==> src/rtl/lsu_pkg.sv <==
// rtl/lsu_pkg.sv - shared funct3 codes, access sizes and FSM states for the load/store unit
package lsu_pkg;

  localparam logic [2:0] F3_B  = 3'b000;
  localparam logic [2:0] F3_H  = 3'b001;
  localparam logic [2:0] F3_W  = 3'b010;
  localparam logic [2:0] F3_BU = 3'b100;
  localparam logic [2:0] F3_HU = 3'b101;

  // funct3[1:0] encodes the access size; funct3[2] selects zero-extension
  localparam logic [1:0] SZ_B = 2'b00;
  localparam logic [1:0] SZ_H = 2'b01;
  localparam logic [1:0] SZ_W = 2'b10;

  localparam logic [3:0] BE_B = 4'b0001;
  localparam logic [3:0] BE_H = 4'b0011;
  localparam logic [3:0] BE_W = 4'b1111;

  typedef enum logic [1:0] {
    IDLE = 2'd0,
    REQ  = 2'd1,
    RESP = 2'd2,
    DONE = 2'd3
  } lsu_state_e;

endpackage

==> src/rtl/lsu_mem_stage_if.sv <==
// rtl/lsu_mem_stage_if.sv - data-memory req/gnt + rvalid bus between the M stage and memory
interface lsu_mem_stage_if;

  logic        o_dmem_req;
  logic        o_dmem_we;
  logic [31:0] o_dmem_addr;
  logic [3:0]  o_dmem_be;
  logic [31:0] o_dmem_wdata;
  logic        i_dmem_gnt;
  logic        i_dmem_rvalid;
  logic [31:0] i_dmem_rdata;

  modport master (
    output o_dmem_req, o_dmem_we, o_dmem_addr, o_dmem_be, o_dmem_wdata,
    input  i_dmem_gnt, i_dmem_rvalid, i_dmem_rdata
  );

  modport slave (
    input  o_dmem_req, o_dmem_we, o_dmem_addr, o_dmem_be, o_dmem_wdata,
    output i_dmem_gnt, i_dmem_rvalid, i_dmem_rdata
  );

endinterface

==> src/rtl/lsu_byte_align.sv <==
// rtl/lsu_byte_align.sv - byte-lane steering for stores, lane select/extension for loads, alignment check
module lsu_byte_align
  import lsu_pkg::*;
(
  input  logic [1:0]  addr_lo,
  input  logic [2:0]  funct3,
  input  logic [31:0] st_data,
  input  logic [31:0] rdata,
  output logic [3:0]  be,
  output logic [31:0] wdata,
  output logic [31:0] ld_fmt,
  output logic        misalign
);

  logic [31:0] lane;

  // Shift the addressed byte/half down to bit 0 before extension
  assign lane = rdata >> {addr_lo, 3'b000};

  always_comb begin
    be       = 4'b0000;
    wdata    = 32'h0;
    ld_fmt   = 32'h0;
    misalign = 1'b0;
    case (funct3[1:0])
      SZ_B: begin
        be     = BE_B << addr_lo;
        wdata  = {4{st_data[7:0]}};
        ld_fmt = funct3[2] ? {24'h0, lane[7:0]} : {{24{lane[7]}}, lane[7:0]};
      end
      SZ_H: begin
        be       = BE_H << addr_lo;
        wdata    = {2{st_data[15:0]}};
        ld_fmt   = funct3[2] ? {16'h0, lane[15:0]} : {{16{lane[15]}}, lane[15:0]};
        misalign = addr_lo[0];
      end
      SZ_W: begin
        be       = BE_W;
        wdata    = st_data;
        ld_fmt   = rdata;
        misalign = |addr_lo;
      end
      default: misalign = 1'b1;
    endcase
  end

endmodule

==> src/rtl/lsu_mem_stage.sv <==
// rtl/lsu_mem_stage.sv - M-stage load/store unit: one data-memory access per instruction, stalling until done
module lsu_mem_stage
  import lsu_pkg::*;
#(
  parameter int TIMEOUT_CYCLES = 16,
  parameter int CNT_W          = 5
) (
  input  logic                  i_clk,
  input  logic                  i_rst_n,
  input  logic [31:0]           alu_data_M,
  input  logic [31:0]           st_data_M,
  input  logic [2:0]            funct3_M,
  input  logic                  mem_wren_M,
  input  logic                  mem_rden_M,
  lsu_mem_stage_if.master       dmem,
  output logic [31:0]           ld_data_M,
  output logic                  o_ld_valid,
  output logic                  o_stall_M,
  output logic                  o_misalign,
  output logic                  o_bus_err
);

  lsu_state_e state_q, state_d;

  logic [CNT_W-1:0] cnt_q;
  logic [31:0]      addr_q, wdata_q, ld_data_q;
  logic [3:0]       be_q;
  logic [2:0]       f3_q;
  logic [1:0]       lo_q;
  logic             we_q, load_q, err_q;

  logic        access, idle, launch, timeout;
  logic [1:0]  sel_lo;
  logic [2:0]  sel_f3;
  logic [3:0]  al_be;
  logic [31:0] al_wdata, al_ld;
  logic        al_mis;

  assign access  = mem_wren_M | mem_rden_M;
  assign idle    = (state_q == IDLE);
  assign timeout = (cnt_q == CNT_W'(TIMEOUT_CYCLES - 1));

  // The aligner sees live M-stage fields while idle and the latched ones during the access
  assign sel_lo = idle ? alu_data_M[1:0] : lo_q;
  assign sel_f3 = idle ? funct3_M : f3_q;

  lsu_byte_align u_align (
    .addr_lo  (sel_lo),
    .funct3   (sel_f3),
    .st_data  (st_data_M),
    .rdata    (dmem.i_dmem_rdata),
    .be       (al_be),
    .wdata    (al_wdata),
    .ld_fmt   (al_ld),
    .misalign (al_mis)
  );

  assign launch = idle & access & ~al_mis;

  always_comb begin
    state_d    = state_q;
    o_stall_M  = 1'b0;
    o_misalign = 1'b0;
    case (state_q)
      IDLE: begin
        if (access) begin
          if (al_mis) begin
            o_misalign = 1'b1;
          end else begin
            o_stall_M = 1'b1;
            state_d   = REQ;
          end
        end
      end
      REQ: begin
        o_stall_M = 1'b1;
        if (dmem.i_dmem_gnt) state_d = RESP;
      end
      RESP: begin
        o_stall_M = 1'b1;
        if (dmem.i_dmem_rvalid || timeout) state_d = DONE;
      end
      DONE:    state_d = IDLE;
      default: state_d = IDLE;
    endcase
  end

  always_ff @(posedge i_clk or negedge i_rst_n) begin
    if (!i_rst_n) begin
      state_q   <= IDLE;
      cnt_q     <= '0;
      addr_q    <= 32'h0;
      wdata_q   <= 32'h0;
      be_q      <= 4'h0;
      we_q      <= 1'b0;
      load_q    <= 1'b0;
      err_q     <= 1'b0;
      f3_q      <= 3'h0;
      lo_q      <= 2'h0;
      ld_data_q <= 32'h0;
    end else begin
      state_q <= state_d;
      if (launch) begin
        addr_q  <= {alu_data_M[31:2], 2'b00};
        be_q    <= al_be;
        wdata_q <= mem_wren_M ? al_wdata : 32'h0;
        we_q    <= mem_wren_M;
        load_q  <= ~mem_wren_M;
        f3_q    <= funct3_M;
        lo_q    <= alu_data_M[1:0];
        err_q   <= 1'b0;
      end
      if (state_q == REQ && dmem.i_dmem_gnt) cnt_q <= '0;
      // A response in the final timeout cycle still wins over the error
      if (state_q == RESP) begin
        cnt_q <= cnt_q + 1'b1;
        if (dmem.i_dmem_rvalid) begin
          if (load_q) ld_data_q <= al_ld;
        end else if (timeout) begin
          ld_data_q <= 32'h0;
          err_q     <= 1'b1;
        end
      end
    end
  end

  assign dmem.o_dmem_req   = (state_q == REQ);
  assign dmem.o_dmem_we    = we_q;
  assign dmem.o_dmem_addr  = addr_q;
  assign dmem.o_dmem_be    = be_q;
  assign dmem.o_dmem_wdata = wdata_q;

  assign ld_data_M  = ld_data_q;
  assign o_ld_valid = (state_q == DONE) & load_q & ~err_q;
  assign o_bus_err  = (state_q == DONE) & err_q;

endmodule

==> src/flat_wrapper.sv <==
// flat-port wrapper written by rule: the top's interface ports become plain ports
module lsu_mem_stage_flat import lsu_pkg::*;
#(
  parameter int TIMEOUT_CYCLES = 16,
  parameter int CNT_W          = 5
)
  (i_clk, i_rst_n, alu_data_M, st_data_M, funct3_M, mem_wren_M, mem_rden_M, ld_data_M, o_ld_valid, o_stall_M, o_misalign, o_bus_err, dmem_o_dmem_req, dmem_o_dmem_we, dmem_o_dmem_addr, dmem_o_dmem_be, dmem_o_dmem_wdata, dmem_i_dmem_gnt, dmem_i_dmem_rvalid, dmem_i_dmem_rdata);
  lsu_mem_stage_if dmem_i ();
  input  logic i_clk;
  input  logic i_rst_n;
  input  logic [31:0] alu_data_M;
  input  logic [31:0] st_data_M;
  input  logic [2:0] funct3_M;
  input  logic mem_wren_M;
  input  logic mem_rden_M;
  output logic [31:0] ld_data_M;
  output logic o_ld_valid;
  output logic o_stall_M;
  output logic o_misalign;
  output logic o_bus_err;
  output wire logic [$bits(dmem_i.o_dmem_req)-1:0] dmem_o_dmem_req;
  output wire logic [$bits(dmem_i.o_dmem_we)-1:0] dmem_o_dmem_we;
  output wire logic [$bits(dmem_i.o_dmem_addr)-1:0] dmem_o_dmem_addr;
  output wire logic [$bits(dmem_i.o_dmem_be)-1:0] dmem_o_dmem_be;
  output wire logic [$bits(dmem_i.o_dmem_wdata)-1:0] dmem_o_dmem_wdata;
  input wire logic [$bits(dmem_i.i_dmem_gnt)-1:0] dmem_i_dmem_gnt;
  input wire logic [$bits(dmem_i.i_dmem_rvalid)-1:0] dmem_i_dmem_rvalid;
  input wire logic [$bits(dmem_i.i_dmem_rdata)-1:0] dmem_i_dmem_rdata;
  assign dmem_o_dmem_req = dmem_i.o_dmem_req;
  assign dmem_o_dmem_we = dmem_i.o_dmem_we;
  assign dmem_o_dmem_addr = dmem_i.o_dmem_addr;
  assign dmem_o_dmem_be = dmem_i.o_dmem_be;
  assign dmem_o_dmem_wdata = dmem_i.o_dmem_wdata;
  assign dmem_i.i_dmem_gnt = dmem_i_dmem_gnt;
  assign dmem_i.i_dmem_rvalid = dmem_i_dmem_rvalid;
  assign dmem_i.i_dmem_rdata = dmem_i_dmem_rdata;
  lsu_mem_stage #(.TIMEOUT_CYCLES(TIMEOUT_CYCLES), .CNT_W(CNT_W)) u_core (.i_clk(i_clk), .i_rst_n(i_rst_n), .alu_data_M(alu_data_M), .st_data_M(st_data_M), .funct3_M(funct3_M), .mem_wren_M(mem_wren_M), .mem_rden_M(mem_rden_M), .dmem(dmem_i), .ld_data_M(ld_data_M), .o_ld_valid(o_ld_valid), .o_stall_M(o_stall_M), .o_misalign(o_misalign), .o_bus_err(o_bus_err));
endmodule
==> config.mk <==
export PLATFORM = sky130hd
export DESIGN_NAME = lsu_mem_stage_flat
export DESIGN_NICKNAME = d
export VERILOG_FILES = /design/src/rtl/lsu_pkg.sv /design/src/rtl/lsu_mem_stage_if.sv /design/src/rtl/lsu_byte_align.sv /design/src/rtl/lsu_mem_stage.sv /design/src/flat_wrapper.sv
export SDC_FILE = /design/constraint.sdc
export NUM_CORES = 1
export LEC_CHECK = 0
export ABC_AREA = 1
export BUFFER_PORTS_ARGS = -buffer_cell sky130_fd_sc_hd__buf_4
export CAP_MARGIN = 15
export CORE_MARGIN = 1.5
export CORE_UTILIZATION = 26
export CTS_CLUSTER_SIZE = 30
export DETAILED_ROUTE_END_ITERATION = 7
export GPL_ROUTABILITY_DRIVEN = 0
export PLACE_DENSITY_LB_ADDON = 0.1
export SLEW_MARGIN = 10
export SYNTH_ARGS = -nofsm -noshare
export SYNTH_HDL_FRONTEND = slang
export SYNTH_SLANG_ARGS = --single-unit
export TNS_END_PERCENT = 20
==> constraint.sdc <==
create_clock -name i_clk -period 1.9 [get_ports i_clk]
set_input_delay 0.095 -clock i_clk [delete_from_list [all_inputs] [get_ports i_clk]]
set_output_delay 0.095 -clock i_clk [all_outputs]
set_load 0.02 [all_outputs]
### Word-level counts from Yosys, hierarchy flattened

Index checks and enable logic that the tools add are counted.

* register bits after elaboration: 113
* bits in latches: 0
* RAM bits: 0
* ROM bits: 0
* input bits: 105
* output and inout port bits: 106
* word-level logic and storage cells: 74
* memories: 0

* $add $sub $neg: 1
* $mul: 0
* div/mod/pow operators: 0
* magnitude comparators: 0
* equality and inequality tests: 11
* shift operators: 3
* multiplexer cells: 29
* bitwise gates (word level): 9
* reduce and logical (&&, ||, !) cells: 10

Operators with widths (number)
* two-way mux 32 bit: 6
* one-hot mux 32 bit (3 select lines): 2
* >> shifter 32 x 5 -> 16 bit: 1
* one-hot mux 4 bit (3 select lines): 1
* two-way mux 2 bit: 5
* two-way mux 5 bit: 2
* two-way mux 1 bit: 9
* inequality test 2 x 1 -> 1 bit (second input constant): 4
* one-hot mux 2 bit (4 select lines): 1
* == test 2 bit (second input constant): 3
* adder 5 x 1 -> 5 bit (second input constant): 1
* bitwise AND 1 bit: 5
* == test 5 x 4 -> 1 bit (second input constant): 1
* == test 2 x 1 -> 1 bit (second input constant): 2
* logical NOT 2 bit: 2
* AND reduction 4 bit: 1
* nonzero test 2 bit: 2
* OR reduction 2 bit: 2
* left shift 1 x 2 -> 4 bit (first input constant): 1
* left shift 2 x 2 -> 4 bit (first input constant): 1
* two-way mux 3 bit: 1
* NOT 1 bit: 3
* one-hot mux 1 bit (3 select lines): 1
* AND reduction 3 bit: 1
* other kinds (5): 5

### Logic depth before layout (Yosys ltp)

Gate-level depths: netlist of run 1.

* depth after elaboration: 10
* mapped depth: 13
* depth with buffers taken out: 13

### Hierarchy

Synthesis of run 1 repeated with hierarchy kept, for this count alone.

* cells, all modules: 810
* area, all modules: 6105.9 um^2

By module, submodules not included
* lsu_mem_stage: times used 1, cells an instance 540, area an instance 4789.6 um^2, seq. area each 2827.7 um^2
* lsu_byte_align: times used 1, cells an instance 270, area an instance 1316.3 um^2, seq. area each 0.0 um^2

### Least setup slack after synthesis of run 1

OpenSTA, ideal clock, no wires.

* kind: flip-flop to output port
* start point: register u_core.state_q[0]
* end point: output port o_stall_M
* data arrival time: 1980 ps
* required time: 1805 ps
* path slack: -175 ps
* cell stages (with the launch flop): 11
* buffers on the path: 3
* path through: dfrtp_1 > inv_1 > ha_1 > buf_6 > o21ai_4 > nand2_4 > nand2_2 > nand3_4 > buf_4 > buf_6 > a21oi_1

* longest elaborated chain between the ends: 7
* elaborated cells on any way between the ends: 14
* classes of those cells: eq/ne (4); mux (6); reduce/logical (4)

RTL lines
* start, declared: RTL line lsu_mem_stage.sv:23 `lsu_state_e state_q, state_d;`
* start signal, assigned: RTL line lsu_mem_stage.sv:102 `state_q <= state_d;`
* logical NOT 2 bit: RTL line lsu_mem_stage.sv:40, lsu_mem_stage.sv:64
* two-way mux 3 bit / two-way mux 2 bit (equally long branches): RTL line lsu_mem_stage.sv:45, lsu_mem_stage.sv:44
* == test 2 bit (tied with other cells): RTL line lsu_byte_align.sv:25 `case (funct3[1:0])`
* one-hot mux 1 bit (3 select lines): RTL line lsu_byte_align.sv:25
* two-way mux 1 bit: RTL line lsu_mem_stage.sv:67 `if (al_mis) begin`
* two-way mux 1 bit: RTL line lsu_mem_stage.sv:66 `if (access) begin`
* one-hot mux 1 bit (2 select lines) (*): RTL line lsu_mem_stage.sv:64 `case (state_q)`
* end, declared: RTL line flat_wrapper.sv:18 `output logic o_stall_M;`

Mark *: on every way between the ends. The rest lies on a longest branch, timed or not.

### Worst setup path after layout of run 1

* start point: register u_core.state_q[1]
* end point: output port o_stall_M

Same word-level chain as after synthesis.

==> reports/results.ini, run 1 <==
[outcome]
status = finished, violations left
violations = DRC, setup timing

[logic_synthesis]
synthDistinctLibCells = 29
syn_area_per_cell_um2 = 7.53
ys_seq_area_share_pct = 48.4
netlist_instances = 776
ys_ff_latch = 113
ys_warn_count = 0
syn_area_mm2 = 0.00585

[pwr]
leakage_nw = 5.11
p_per_area_mw_per_mm2 = 1910
peakVddDrop_mv = 0.771
power.total_mw = 18.3

[sta]
setup_violations = 37
setup_tns_ns = -1.56
rsz0062_at_grt = true
fin_skew_ns = 0.0106
finalHoldViolations = 0
fmax_mhz = 494
period_needed_ns = 2.02
setup_ws_ns = -0.124
slew_violations = 0
tightest_slew_ns = 0.511
relSlewSlack_pct = 65.9
finalCritPeriodShare_pct = 107

[final_layout]
final_common_cell = nand2_1
layout-drive-gt1-share_pct = 33.9
final_net_count = 1206
layout_common_cells = nand2_1, buf_4, dfrtp_1
area_growth_pct = 64.4
final_cells = 1387
fin_area_mm2 = 0.00961
diodes = 0

[placed_design]
io_buffers = 208
dp_cells = 1286
place_ws_ns = -0.112
dp_hpwl_mm = 15.1
place_area_mm2 = 0.00815

[route]
drt_first_pass_iters = 8
wl_met2_mm = 9.64
finalWirelength_mm = 20.7
wl_met1_mm = 9.43
vias = 6146
wl_met3_mm = 1.36
detail-route-antenna-nets = 0
via_per_inst = 4.43
first_iter_violations = 259
wl_per_cell_um = 14.9
top_layer = met4
drc = 15

[job]
maxCapViolCount = 0

[min_path]
hp-class = in2reg

[global_routing]
grt_pass1_wl_mm = 33.4
grt_use_total_pct = 18.1
antenna_found_initial = 0
gr-total-overflow = 0
grt_pass1_vias = 6470
grt_start_max_net_pins = 39

[floorplanning]
die_height_um = 153
rows = 54
die_w_um = 153
die-area_mm2 = 0.0234
start_util_pct = 26.6
io_pins = 211
core_region_area_mm2 = 0.0220

[worst_setup_path]
worstPathMaxFanout = 7
cp-start-kind = flip-flop
crit_type = reg2out
endpoint_kind = output port
cp.required_ns = 1.80
cp.arrival_ns = 1.93
reg2reg_slack_ns = -0.11

[clocking]
cts_sinks = 113
clock_latency_ns = 0.42
tritoncts = built
path_clk_slew_ns = 0.06
cts_made_buffers = 17
clockBufferDepth = 2
htreeDepth = 4
cts_root_buf = clkbuf_16

path summary, 6_finish.rpt:
kind	to	cells past startpoint	start
worst max-delay path	o_stall_M	11	u_core.state_q[1]
worst min-delay path	u_core.ld_data_M[30]	5	dmem_i_dmem_rdata[30]
worst max register to register	u_core.ld_data_M[31]	14	u_core.state_q[1]
worst min register to register	u_core.ld_data_M[10]	2	u_core.ld_data_M[10]
max in group asynchronous	u_core.ld_data_M[14]	3	i_rst_n
min in group asynchronous	u_core.cnt_q[2]	2	i_rst_n
Yosys cell counts:
master	n	area, µm²
dfrtp_1	113	2830
o21ai_0	40	200
o21ai_1	1	5.00
nand2_4	2	22.5
nand2_1	384	1440
inv_1	34	128
o211ai_1	7	52.6
buf_2	23	115
a31oi_1	1	6.26
a21oi_1	12	60.1
ha_1	7	87.6
nand4_1	3	18.8
conb_1	1	3.75
nor2_1	30	113
o21ai_2	22	193
nor2_2	1	6.26
o22ai_1	1	6.26
nor3_1	1	5.00
clkbuf_1	3	11.3
inv_4	1	6.26
nand3_2	2	20.0
o21a_1	1	7.51
buf_6	6	67.6
nand3_1	63	315
inv_2	4	15.0
nand2_2	3	18.8
o21ai_4	1	16.3
buf_4	8	60.1
nand3_4	1	17.5
critical path: stages (launching register included):
cell     delay [ns]
dfrtp_1        0.39
inv_2          0.08
ha_4           0.17
inv_6          0.05
buf_6          0.12
nand2_4        0.05
o21ai_4        0.07
o21ai_4        0.09
nand3_4        0.10
buf_8          0.13
a21oi_4        0.11
buf_6          0.13
stage by stage:
step,hold slack [ns],utilization [%]
floorplan,-0.201,-
global placement,0.106,37.1
detailed placement,0.109,37.1
CTS,0.00111,43.4
global route,0.0156,43.8
finish,0.0192,43.8
logic make-up after synthesis:
group                      Yosys count  synth area share (%)
buffers and inverters               79                  6.89
DFF                                113                  48.4
AOI/OAI and AO/OA                   86                  9.35
other                                1                0.0641
and+or+nand+nor                    490                  33.8
adders and majority gates            7                  1.50
registers in the layout (all words and copies together), names as in the netlist:
register / flops
u_core.state_q: 2
u_core.ld_data_M: 32
u_core.dmem.o_dmem_addr: 30
u_core.dmem.o_dmem_wdata: 32
u_core.cnt_q: 5
u_core.dmem.o_dmem_be: 4
u_core.err_q: 1
u_core.lo_q: 2
u_core.load_q: 1
u_core.f3_q: 3
u_core.dmem.o_dmem_we: 1
routing by layer:
metal  track usage, %  vias to the layer above
met1             23.5                     2841
met2             29.4                      190
met4             5.32                        0
li1                 -                     3096
met3             5.25                       19
met5                0                        -
power by group:
group / internal [mW] / total, mW / switching [mW]
clock: 1.93 / 3.11 / 1.19
sequential: 3.50 / 4.17 / 0.668
combinational: 4.74 / 11.0 / 6.31
total: 10.2 / 18.3 / 8.16
what timing repair did:
item                                    CTS  global route
endpoints found under the setup margin   50            96
gates resized for setup                  34            32
endpoints found under the hold margin    88             0
setup buffers                             8             0
pin swaps                                10             2
hold buffers                             61             0
cell type report:
| cell class | count | area (µm²) |
|---|---|---|
| timing repair buffer | 338 | 2910 |
| clock inverter | 13 | 139 |
| fill | 2252 | 12300 |
| multi-input combinational | 585 | 2800 |
| sequential | 113 | 2830 |
| inverter | 39 | 156 |
| clock buffer | 19 | 433 |
| tap | 280 | 350 |
Note: power is estimated with default switching activity, not from simulation.
==> inputs of run 2 (changes only) <==
Settings changed: BUFFER_PORTS_ARGS -buffer_cell sky130_fd_sc_hd__buf_4 to -buffer_cell sky130_fd_sc_hd__buf_2.
==> run 2 against run 1 <==
  * The flow still finishes with violations (DRC, setup timing)
  * First-iteration DRC count is 7.7% higher
  * Sequential power is 1% lower
  * Hold slack better by 0.00091 ns
  * Non-clock buffer count is 7 lower
  * Critical path type unchanged
  * Largest cell class is now sequential cells
  * Highest routed layer is now met5
==> reports/results.ini, run 2 (synthesis results as in run 1) <==
[worst_setup_path]
cp_cell_sequence = inv_2 -> ha_4 -> buf_6 -> nand2_4 -> o21ai_4 -> nand2_4 -> nand2_4 -> nand3_4 -> buf_6 -> a21oi_4 -> buf_6
ff2ff_path_depth = 12  ; -2
worst_path_largest_cell_delay_ns = 0.39  ; about the same
cp-start-kind = flip-flop
cp_slowest_cell = dfrtp_1
reg2reg_slack_ns = 0  ; +0.11 ns
crit_type = reg2out
worst_path_dominant_cell_family = buffers and inverters
crit_cells = 11  ; unchanged
cp.arrival_ns = 1.95  ; +0.02 ns
reg2reg_from = u_core.state_q[0]
worstPathMaxFanout = 4  ; -3
crit_buf_inv = 4  ; -1
cp.required_ns = 1.80  ; about the same
reg2reg_to = u_core.dmem.o_dmem_wdata[1]
endpoint_kind = output port

[final_layout]
final_common_cell = nand2_1
layout_common_cells = nand2_1, buf_2, dfrtp_1
final_net_count = 1199  ; -0.58%
area_growth_pct = 55.6
final_cells = 1380  ; -0.50%
diodes = 0  ; unchanged
layout-drive-gt1-share_pct = 33.4  ; -0.51 points

[sta]
rsz0062_at_grt = true
setup_tns_ns = -0.299  ; +1.26 ns
setup_violations = 3  ; -92%
finalHoldViolations = 0  ; unchanged
setup_ws_ns = -0.148  ; -0.0240 ns
fin_skew_ns = 0.0115  ; +0.000874 ns
finalCritPeriodShare_pct = 108  ; +1.3 points
fmax_mhz = 488  ; -1.2%
period_needed_ns = 2.05  ; +0.0240 ns
slew_violations = 0  ; unchanged

[global_routing]
grt_start_max_net_pins = 53  ; +36%
grt_use_total_pct = 17.9  ; -0.27 points
grt_pass1_vias = 6301  ; -2.6%
antenna_found_initial = 3  ; +3
gr-total-overflow = 0  ; unchanged
grt_pass1_wl_mm = 32.9  ; -1.4%

[clocking]
clock_latency_ns = 0.42  ; about the same
cts_root_buf = clkbuf_16
cts_made_buffers = 17  ; unchanged
tritoncts = built
cts_sinks = 113  ; unchanged
clockBufferDepth = 2  ; unchanged
htreeDepth = 4  ; unchanged
path_clk_slew_ns = 0.06  ; about the same

[outcome]
status = finished, violations left
violations = DRC, setup timing

[min_path]
hp-class = in2reg
hp-start = st_data_M[24]
worstHoldPathCells = 5  ; unchanged
hold_end = u_core.dmem.o_dmem_wdata[24]

[placed_design]
dp_cells = 1281  ; -0.39%
io_buffers = 208  ; unchanged
dp_hpwl_mm = 14.5  ; -4.1%

[route]
via_per_inst = 4.42  ; -0.16%
drt_first_pass_iters = 7  ; -1
first_iter_violations = 279  ; +7.7%
wl_per_cell_um = 14.7  ; -1.2%
detail-route-antenna-nets = 0  ; unchanged
vias = 6105  ; -0.67%
drc = 15  ; unchanged
finalWirelength_mm = 20.3  ; -1.7%

[pwr]
power.total_mw = 17.8  ; -2.7%
p_per_area_mw_per_mm2 = 1960  ; +2.8%
peakVddDrop_mv = 0.684  ; -11%
leakage_nw = 5.01  ; -2.1%

[floorplanning]
die_w_um = 153  ; unchanged
start_util_pct = 26.6  ; unchanged
io_pins = 211  ; unchanged
rows = 54  ; unchanged
core_region_area_mm2 = 0.0220  ; unchanged
die-area_mm2 = 0.0234  ; unchanged
die_height_um = 153  ; unchanged

[job]
maxCapViolCount = 0  ; unchanged

## run 2: cell count changes in the layout (fill, tap and decap cells not counted), moves of 7 or more
cell,before,now
a21oi_1,3,10
a21oi_2,8,1
buf_4,254,42
buf_2,0,205
buf_6,6,13
## run 2: report_power, final
group / switching (mW) / internal (mW) / leakage [nW] / total [mW]
Clock: 1.26 / 2.08 / 0.287 / 3.34
Sequential: 0.627 / 3.50 / 1.46 / 4.13
Combinational: 6.25 / 4.12 / 3.26 / 10.4
## run 2: what timing repair did
action / 4_1_cts / 5_1_grt
hold buffers: 58 / 0
gates cloned: 0 / 2
pin swaps: 9 / 11
buffers inserted: 8 / 0
resized for setup: 37 / 25
hold endpoints to repair: 87 / 0
endpoints found under the setup margin: 39 / 104
## run 2: worst min-delay path: cells and delay by family
| kind | cells | cell delay (ns) |
|---|---|---|
| buf+inv | 1 | 0.07 |
| simple gates | 3 | 0.13 |
| compound gates | 1 | 0.11 |
## run 2: how the worst max path moves through the flow
stage	startpoint	to	slack [ns]
after detailed placement	u_core.state_q[1]	u_core.dmem.o_dmem_wdata[4]	-0.04
after floorplan	u_core.state_q[0]	o_stall_M	0.01
after global routing	u_core.state_q[0]	o_stall_M	-0.22
after CTS	u_core.state_q[1]	o_misalign	-0.15
after global placement	u_core.state_q[1]	u_core.ld_data_M[3]	-0.03
final	u_core.state_q[0]	o_stall_M	-0.15
## run 2: area by class of cell
| class | instances | area, µm² |
|---|---|---|
| Fill cell | 2268 | 12900 |
| Timing Repair Buffer | 331 | 2340 |
| Sequential cell | 113 | 2830 |
| Clock buffer | 18 | 429 |
| Clock inverter | 14 | 183 |
| Inverter | 39 | 159 |
| Multi-Input combinational cell | 585 | 2810 |
| Tap cell | 280 | 350 |
## run 2: metal layers
metal	vias up	GRT usage, %	routed length, µm
met5	-	0	25
met4	4	5.65	269
met3	22	5.47	1510
met2	195	29.1	9580
met1	2803	22.7	8940
li1	3081	-	-
## run 2: per-stage QoR
stage	utilization (%)	setup slack (ns)	hold slack, ns	cell area (µm²)
after CTS	40.8	-0.150	0.000180	8960
after global routing	41.4	-0.222	0.0447	9100
final	41.4	-0.148	0.0202	9100
after detailed placement	34.5	-0.0421	0.0796	7570
after global placement	34.5	-0.0283	0.0750	7570
after floorplan	-	0.0143	-0.201	5870
